`src/rtl/sm_sub_pipe.sv`:
```
// Two-stage pipelined sign-magnitude subtractor (c = a - b) with valid/ready handshake.
// Define SM_SUB_SAT_EN to saturate the magnitude on overflow instead of wrapping.
module sm_sub_pipe #(
    parameter int Q = 16,
    parameter int N = 32
) (
    input  logic         clk,
    input  logic         rst_n,
    input  logic         in_valid,
    output logic         in_ready,
    input  logic [N-1:0] a,
    input  logic [N-1:0] b,
    output logic         out_valid,
    input  logic         out_ready,
    output logic [N-1:0] c,
    output logic         ovf
);

    localparam int M = N - 1;

    if (Q < 0 || Q >= N) begin : g_bad_q
        $error("sm_sub_pipe: Q must lie in [0, N-1]");
    end

    logic         s1_valid;
    logic         s2_valid;
    logic         s1_advance;
    logic         s1_sa;
    logic         s1_sb;
    logic         s1_age;
    logic [M-1:0] s1_ma;
    logic [M-1:0] s1_mb;
    logic [N-1:0] c_q;
    logic         ovf_q;

    logic [M-1:0] ma_in;
    logic [M-1:0] mb_in;
    logic         sa_in;
    logic         sb_in;

    logic [N-1:0] sum;
    logic [M-1:0] diff;
    logic [M-1:0] nxt_mag;
    logic         nxt_sign;
    logic         nxt_ovf;

    assign s1_advance = !s2_valid | out_ready;
    assign in_ready   = !s1_valid | s1_advance;
    assign out_valid  = s2_valid;
    assign c          = c_q;
    assign ovf        = ovf_q;

    // Effective signs: b's sign is inverted for subtraction; a zero magnitude is always +0.
    assign ma_in = a[M-1:0];
    assign mb_in = b[M-1:0];
    assign sa_in = a[N-1] & (|ma_in);
    assign sb_in = ~b[N-1] & (|mb_in);

    always_ff @(posedge clk or negedge rst_n) begin
        if (!rst_n) begin
            s1_valid <= 1'b0;
            s1_sa    <= 1'b0;
            s1_sb    <= 1'b0;
            s1_age   <= 1'b0;
            s1_ma    <= '0;
            s1_mb    <= '0;
        end else if (in_ready) begin
            s1_valid <= in_valid;
            if (in_valid) begin
                s1_sa  <= sa_in;
                s1_sb  <= sb_in;
                s1_age <= (ma_in >= mb_in);
                s1_ma  <= ma_in;
                s1_mb  <= mb_in;
            end
        end
    end

    always_comb begin
        sum      = {1'b0, s1_ma} + {1'b0, s1_mb};
        diff     = s1_age ? (s1_ma - s1_mb) : (s1_mb - s1_ma);
        nxt_mag  = diff;
        nxt_sign = s1_age ? s1_sa : s1_sb;
        nxt_ovf  = 1'b0;
        if (s1_sa == s1_sb) begin
            nxt_sign = s1_sa;
            nxt_ovf  = sum[M];
`ifdef SM_SUB_SAT_EN
            nxt_mag  = sum[M] ? '1 : sum[M-1:0];
`else
            nxt_mag  = sum[M-1:0];
`endif
        end
    end

    always_ff @(posedge clk or negedge rst_n) begin
        if (!rst_n) begin
            s2_valid <= 1'b0;
            c_q      <= '0;
            ovf_q    <= 1'b0;
        end else if (s1_advance) begin
            s2_valid <= s1_valid;
            if (s1_valid) begin
                // Zero magnitude (equal operands or wrapped overflow) never carries a sign.
                c_q   <= {nxt_sign & (|nxt_mag), nxt_mag};
                ovf_q <= nxt_ovf;
            end
        end
    end

endmodule

```
`config.mk`:
```
export PLATFORM = sky130hd
export DESIGN_NAME = sm_sub_pipe
export DESIGN_NICKNAME = d
export VERILOG_FILES = /design/src/rtl/sm_sub_pipe.sv
export SDC_FILE = /design/constraint.sdc
export NUM_CORES = 1
export LEC_CHECK = 0
export CAP_MARGIN = 10
export CORE_MARGIN = 10
export CORE_UTILIZATION = 30
export CTS_CLUSTER_DIAMETER = 60
export DETAILED_ROUTE_END_ITERATION = 10
export PLACE_DENSITY = 0.53
export SYNTH_ARGS = -nofsm -noshare
export SYNTH_HDL_FRONTEND = slang
export SYNTH_SLANG_ARGS = --single-unit
```
`constraint.sdc`:
```
create_clock -name clk -period 8 [get_ports clk]
set_input_delay 1.6 -clock clk [delete_from_list [all_inputs] [get_ports clk]]
set_output_delay 1.6 -clock clk [all_outputs]
set_load 0.02 [all_outputs]
```
==> results of run 1 <==
-- power breakdown --
group,internal (mW),total (mW),switching [mW]
combinational,0.701,1.84,1.13
clock,0.218,0.451,0.233
sequential,0.632,0.744,0.111
-- worst max-delay path by stage --
stage	start	end	cells past startpoint
3_5_place_dp	out_ready	c[31]$_DFFE_PN0P_	12
5_1_grt	out_ready	c[31]$_DFFE_PN0P_	12
4_1_cts	out_ready	in_ready	3
3_3_place_gp	out_ready	c[31]$_DFFE_PN0P_	12
2_1_floorplan	b[1]	s1_age$_DFFE_PN0P_	13
6_report	out_ready	in_ready	3
-- stage by stage --
stage	hold WS (ns)	power (mW)	utilization (%)	worst slack, ns	cells
after CTS	0.495	3.02	35.3	3.50	1750
after floorplan	0.454	1.91	-	4.26	1232
final	0.485	3.03	35.3	3.51	1750
after global placement	0.467	2.55	34.4	3.17	1734
after detailed placement	0.478	2.56	34.4	3.18	1734
after global routing	0.513	3.23	35.3	3.26	1750
-- layer usage --
layer / part of all wire, % / vias to the layer above / GRT usage, % / wire length, um
met5: 0 / - / 0 / 0
met4: 1.5 / 0 / 3.54 / 555
met3: 7.0 / 41 / 2.62 / 2620
met2: 41 / 396 / 25.1 / 15400
met1: 50 / 4714 / 26.3 / 18600
li1: - / 4628 / - / -
-- cells in the mapped netlist (6+ instances only) --
| library cell | count | share of area [%] |
|---|---|---|
| ha_1 | 129 | 16 |
| or2_2 | 6 | 0.37 |
| o31a_1 | 6 | 0.52 |
| nor2_1 | 67 | 2.5 |
| a21o_1 | 28 | 2.1 |
| o31ai_1 | 17 | 1.3 |
| nor2b_1 | 16 | 0.99 |
| clkbuf_1 | 24 | 0.89 |
| nand2b_1 | 11 | 0.68 |
| a2111oi_0 | 7 | 0.60 |
| nand4_1 | 23 | 1.4 |
| nor3_1 | 31 | 1.5 |
| buf_2 | 19 | 0.94 |
| inv_1 | 123 | 4.5 |
| dfrtp_1 | 100 | 25 |
| nand2_1 | 102 | 3.8 |
| o22ai_1 | 7 | 0.43 |
| o21a_1 | 10 | 0.74 |
| or3_1 | 11 | 0.68 |
| a211o_1 | 10 | 0.86 |
| a31oi_1 | 10 | 0.62 |
| nand3_1 | 21 | 1.0 |
| o211ai_1 | 13 | 0.96 |
| xnor2_1 | 18 | 1.6 |
| o21ai_0 | 94 | 4.6 |
| o21bai_1 | 12 | 0.89 |
| a211oi_1 | 21 | 1.6 |
| nor4_1 | 22 | 1.4 |
| mux2i_1 | 7 | 0.69 |
| a21oi_1 | 95 | 4.7 |
| or4_1 | 8 | 0.59 |
| mux2_2 | 51 | 5.7 |
-- logic make-up after synthesis --
family | Yosys count | share of synthesized area, %
AO/OA/AOI/OAI | 399 | 26.4
XOR/XNOR | 23 | 2.06
adder cells (fa/ha/maj) | 132 | 16.5
buffers and inverters | 179 | 7.26
flip-flops | 100 | 24.7
multiplexers | 58 | 6.35
AND/OR/NAND/NOR | 341 | 16.7
-- layout make-up --
class	count	area share, %
multi-input combinational	953	58.7
tap	448	4.75
sequential	100	21.2
inverter	125	3.97
timing repair buffer	108	9.01
clock buffer	10	1.94
clock inverter	6	0.466
-- sequential cells by signal, indices dropped and copies added (netlist names) --
signal     flops
s1_ma         31
s1_mb         31
s1_valid       1
s1_sb          1
s1_sa          1
c             32
s1_age         1
ovf            1
out_valid      1
-- worst min-delay path, stage by stage (launching register included) --
cell	delay, ns
dfrtp_1	0.34
nand2_1	0.05
o21ai_0	0.06
==> results.py, run 1 <==
metrics = {
    "clock_network": {
        "clock_latency_ns": 0.36,
        "hold_buf_cts": 0,
        "tritoncts": "done",
        "clkSinkCount": 100,
        "postCtsResizedCells": 0,
        "clkTransAtPathRegs_ns": 0.08,
        "cts_root_buffer": "clkbuf_16",
        "clock_path_buffers": 2,
        "cts_made_buffers": 9,
        "cts_max_level": 3,
        "post-cts-setup-buffers": 0,
    },
    "critical_path": {
        "worst-endpoint-arrival_ns": 2.89,
        "reg2reg_slack_ns": 3.87,
        "worstPathRequired_ns": 6.40,
        "cp_top_family": "buffers and inverters",
        "timing.critical_path.mode_cell": "clkdlybuf4s50_1",
        "r2r_cells": 13,
        "worstPathBufferInverterCount": 2,
        "timing.rr.end": "c[31]$_DFFE_PN0P_",
        "cp_max_fo": 3,
        "timing.setup.critical_path_class": "in -> out",
        "critical-path-max-stage-delay_ns": 0.64,
        "critical_path.endpoint_type": "primary output",
        "timing.critical_path.cells": "clkdlybuf4s50_1 -> nand3b_1 -> clkdlybuf4s50_1",
        "start_kind": "primary input",
        "cpMaxStageDelayCell": "clkdlybuf4s50_1",
        "regToRegStartpoint": "s1_ma[8]$_DFFE_PN0P_",
    },
    "finish": {
        "final_net_count": 1497,
        "area.growth.synth_to_final_pct": 16.3,
        "post_route_cells_drive_above_1_share_pct": 8.45,
        "seq_area_um2": 2500,
        "most_frequent_standard_cell_in_the_layout_excluding_fill_and_tap_cells": "ha_1",
        "multi_input_comb_area_um2": 6930,
        "final_design_area_no_fill_um2": 11800,
        "fillers": 3508,
        "mostFrequentLayoutCells": "129 x ha_1, 123 x inv_1, 101 x nand2_1, 101 x clkdlybuf4s50_1, 100 x dfrtp_1",
        "antenna-diode-count": 0,
    },
    "synthesis": {
        "yosys.cell_types.count": 84,
        "synth_top_flop_cell": "dfrtp_1",
        "synth.net_count": 1432,
        "number_of_synthesized_register_bits": 100,
        "synth.avg_cell_area_um2": 8.24,
        "postSynthCellCount": 1232,
        "synth-edff-count": 0,
        "ys_async_sr_fraction_pct": 100,
        "seq_area_frac_synth_pct": 24.7,
        "synthesis.yosys.warnings": 0,
        "syn_area_um2": 10100,
    },
    "sta": {
        "finalSetupTns_ns": 0,
        "setup-violations-final": 0,
        "report.final.hold_viol_count": 0,
        "slew_headroom_pct": 36.9,
        "maxSlewViolCount": 0,
        "setup_repair_after_global_routing_missed_its_margin": "false",
        "max_clk_rate_mhz": 223,
        "post-route-min-period_ns": 4.49,
        "clock-skew-final_ns": 0.0154,
        "tightestPinTransition_ns": 0.938,
        "timing.final.crit_share_pct": 56.2,
    },
    "pwr": {
        "cell_leakage_power_nw": 5.15,
        "power_per_cell_area_nw_per_um2": 257,
        "worst_ir_drop_vdd_mv": 0.113,
    },
    "min_path": {
        "worst_hold_path_type": "reg -> reg",
        "worstHoldStart": "c[1]$_DFFE_PN0P_",
        "whs_path_depth": 2,
        "min_to": "c[1]$_DFFE_PN0P_",
    },
    "global_route": {
        "maximum_number_of_pins_on_one_net_before_global_route_repair": 59,
        "gr-total-overflow": 0,
        "initial_antenna_violation_count": 0,
        "via_count_of_the_first_global_routing_pass": 9352,
        "groute.usage.overall_pct": 17.4,
        "wire_length_of_the_first_global_routing_pass_um": 56500,
    },
    "floorplanning": {
        "die_width_um": 204,
        "core.rowCount": 67,
        "io_pins": 103,
        "floorplan.die.height_um": 204,
        "area_enclosed_by_the_die_boundary_um2": 41600,
        "core_region_area_um2": 33400,
        "initial_core_util_pct": 30.3,
    },
    "drt": {
        "viasPerCell": 5.59,
        "detailedRoute.firstIterationViolations": 1093,
        "antenna_left": 0,
        "drcViolationCount": 0,
        "wire_per_inst_um": 21.3,
        "vias": 9779,
        "detail_route.first_pass.iterations": 6,
        "drt_wl_total_um": 37200,
    },
    "place": {
        "gp_routability_congestion": 0.937,
        "place_hpwl_um": 30400,
        "placed_area_um2": 11500,
        "io_buffers": 102,
    },
    "flow_run": {
        "max_cap_violations": 0,
    },
    "run_status": {
        "run_status": "finished clean",
    },
}
Note: power is estimated with default switching activity, not from simulation.
==> run 2: changes to the inputs <==
==> constraint.sdc (replaced) <==
create_clock -name clk -period 4.2 [get_ports clk]
set_input_delay 0.84 -clock clk [delete_from_list [all_inputs] [get_ports clk]]
set_output_delay 0.84 -clock clk [all_outputs]
set_load 0.02 [all_outputs]
==> results.py, run 2 (synthesis results as in run 1) <==
metrics = {
    "clock_network": {
        "clock_latency_ns": 0.38,
        "tritoncts": "done",
        "hold_buf_cts": 0,
        "cts_made_buffers": 9,
        "clkSinkCount": 100,
        "clock_path_buffers": 2,
        "post-cts-setup-buffers": 0,
        "postCtsResizedCells": 0,
        "cts_max_level": 3,
        "cts_root_buffer": "clkbuf_16",
        "clkTransAtPathRegs_ns": 0.08,
    },
    "pwr": {
        "internal_power_mw": 3.08,
        "cell_leakage_power_nw": 5.28,
        "worst_ir_drop_vdd_mv": 0.211,
        "power_per_cell_area_nw_per_um2": 493,
        "clockPowerShare_pct": 15.7,
        "combinationalPowerShare_pct": 60.4,
        "total_power_mw": 5.92,
        "relative_contribution_of_sequential_cells_to_total_power_pct": 23.9,
        "power.share.switching_pct": 48.0,
        "power_switching_mw": 2.84,
    },
    "finish": {
        "antenna-diode-count": 0,
        "largest_register_ff_count": 32,
        "most_frequent_standard_cell_in_the_layout_excluding_fill_and_tap_cells": "ha_1",
        "mostFrequentLayoutCells": "129 x ha_1, 123 x inv_1, 101 x nand2_1, 101 x clkdlybuf4s50_1, 100 x dfrtp_1",
        "post_route_cells_drive_above_1_share_pct": 9.98,
        "area.growth.synth_to_final_pct": 18.3,
        "final_net_count": 1518,
    },
    "critical_path": {
        "worstPathRequired_ns": 4.47,
        "critical-path-max-stage-delay_ns": 0.58,
        "reg2reg_slack_ns": 0.46,
        "timing.critical_path.mode_cell": "nor3_1",
        "timing.setup.critical_path_class": "reg -> reg",
        "worst_setup_path_startpoint": "s1_ma[11]$_DFFE_PN0P_",
        "cpMaxStageDelayCell": "a2111oi_0",
        "regToRegStartpoint": "s1_ma[11]$_DFFE_PN0P_",
        "worst-endpoint-arrival_ns": 4.02,
        "r2r_cells": 13,
        "timing.critical_path.cells": "inv_1 -> ha_1 -> buf_4 -> nand4_1 -> nor3_1 -> o21ai_0 -> a2111oi_0 -> a21o_1 -> a22oi_1 -> xnor2_1 -> nor3_1 -> and4_1 -> nor2_1",
        "start_kind": "register",
        "cp_max_fo": 13,
        "timing.rr.end": "c[31]$_DFFE_PN0P_",
        "critical_path.endpoint_type": "register",
    },
    "floorplanning": {
        "die_width_um": 204,
        "floorplan.die.height_um": 204,
        "io_pins": 103,
        "initial_core_util_pct": 30.3,
        "core_region_area_um2": 33400,
        "core.rowCount": 67,
        "area_enclosed_by_the_die_boundary_um2": 41600,
    },
    "drt": {
        "antenna_left": 0,
        "viasPerCell": 5.48,
        "drcViolationCount": 0,
        "detail_route.first_pass.iterations": 5,
        "detailedRoute.firstIterationViolations": 740,
        "wire_per_inst_um": 21.1,
        "vias": 9705,
        "drt_wl_total_um": 37400,
    },
    "sta": {
        "setup-violations-final": 0,
        "tightestPinTransition_ns": 1.01,
        "post-route-min-period_ns": 3.74,
        "slew_headroom_pct": 32.8,
        "setup_repair_after_global_routing_missed_its_margin": "false",
        "timing.final.crit_share_pct": 89.2,
        "maxSlewViolCount": 0,
        "clock-skew-final_ns": 0.0144,
        "report.final.hold_viol_count": 0,
        "finalSetupTns_ns": 0,
        "max_clk_rate_mhz": 267,
    },
    "global_route": {
        "gr-total-overflow": 0,
        "via_count_of_the_first_global_routing_pass": 9672,
        "groute.usage.overall_pct": 17.8,
        "maximum_number_of_pins_on_one_net_before_global_route_repair": 93,
        "initial_antenna_violation_count": 0,
        "wire_length_of_the_first_global_routing_pass_um": 57900,
    },
    "flow_run": {
        "max_cap_violations": 0,
    },
    "place": {
        "io_buffers": 102,
        "place_hpwl_um": 31100,
        "gp_routability_congestion": 0.954,
    },
    "run_status": {
        "run_status": "finished clean",
    },
    "min_path": {
        "worst_hold_path_type": "in -> async",
    },
}
-- run 2: cell type report --
cell class                      instances  area (um2)
Multi-Input combinational cell        953        6930
Tap cell                              448         561
Inverter                              125         469
Clock buffer                            9         225
Timing Repair Buffer                  129        1230
Sequential cell                       100        2500
Fill cell                            3544       21400
Clock inverter                          7        92.6
-- run 2: critical path, delay by kind of cell, from the launching register on --
kind	cells	cell delay, ns
AO/OA/AOI/OAI	4	1.12
XOR/XNOR	1	0.20
adder cells (fa/ha/maj)	1	0.56
buffers and inverters	2	0.30
flip-flops	1	0.41
AND/OR/NAND/NOR	5	1.05
-- run 2: worst max-delay path by stage --
stage                                     to  slack, ns  depth (start not counted)
after CTS                  c[31]$_DFFE_PN0P_       0.53                         13
after global placement    s1_age$_DFFE_PN0P_       0.45                         14
after detailed placement  s1_age$_DFFE_PN0P_       0.44                         14
final                      c[31]$_DFFE_PN0P_       0.46                         13
after global routing       c[31]$_DFFE_PN0P_       0.19                         15
after floorplan            c[31]$_DFFE_PN0P_       1.18                         14
-- run 2: power by group through the flow --
stage	registers, mW	logic (mW)	clock network [mW]
after floorplan	1.57	2.08	0
after global placement	1.42	3.53	0
after detailed placement	1.44	3.52	0
after CTS	1.42	3.54	0.955
after global routing	1.46	3.90	0.992
final	1.41	3.58	0.931
-- run 2: metal layers --
layer  share of wire (%)  up-vias  track usage (%)
li1                    -     4657                -
met1                  50     4640             26.1
met2                  42      373             26.3
met3                 6.2       35             3.23
met4                 1.5        0             4.15
met5                   0        -                0
-- run 2: stage by stage --
| step | instance area (um2) | setup slack (ns) | util (%) | hold slack [ns] | cells |
|---|---|---|---|---|---|
| global placement | 11700 | 0.450 | 35.0 | 0.462 | 1755 |
| CTS | 12000 | 0.533 | 35.9 | 0.479 | 1771 |
| finish | 12000 | 0.455 | 35.9 | 0.462 | 1771 |
| floorplan | 10100 | 1.18 | - | 0.454 | 1232 |
| detailed placement | 11700 | 0.443 | 35.0 | 0.467 | 1755 |
| global route | 12000 | 0.187 | 35.9 | 0.505 | 1771 |
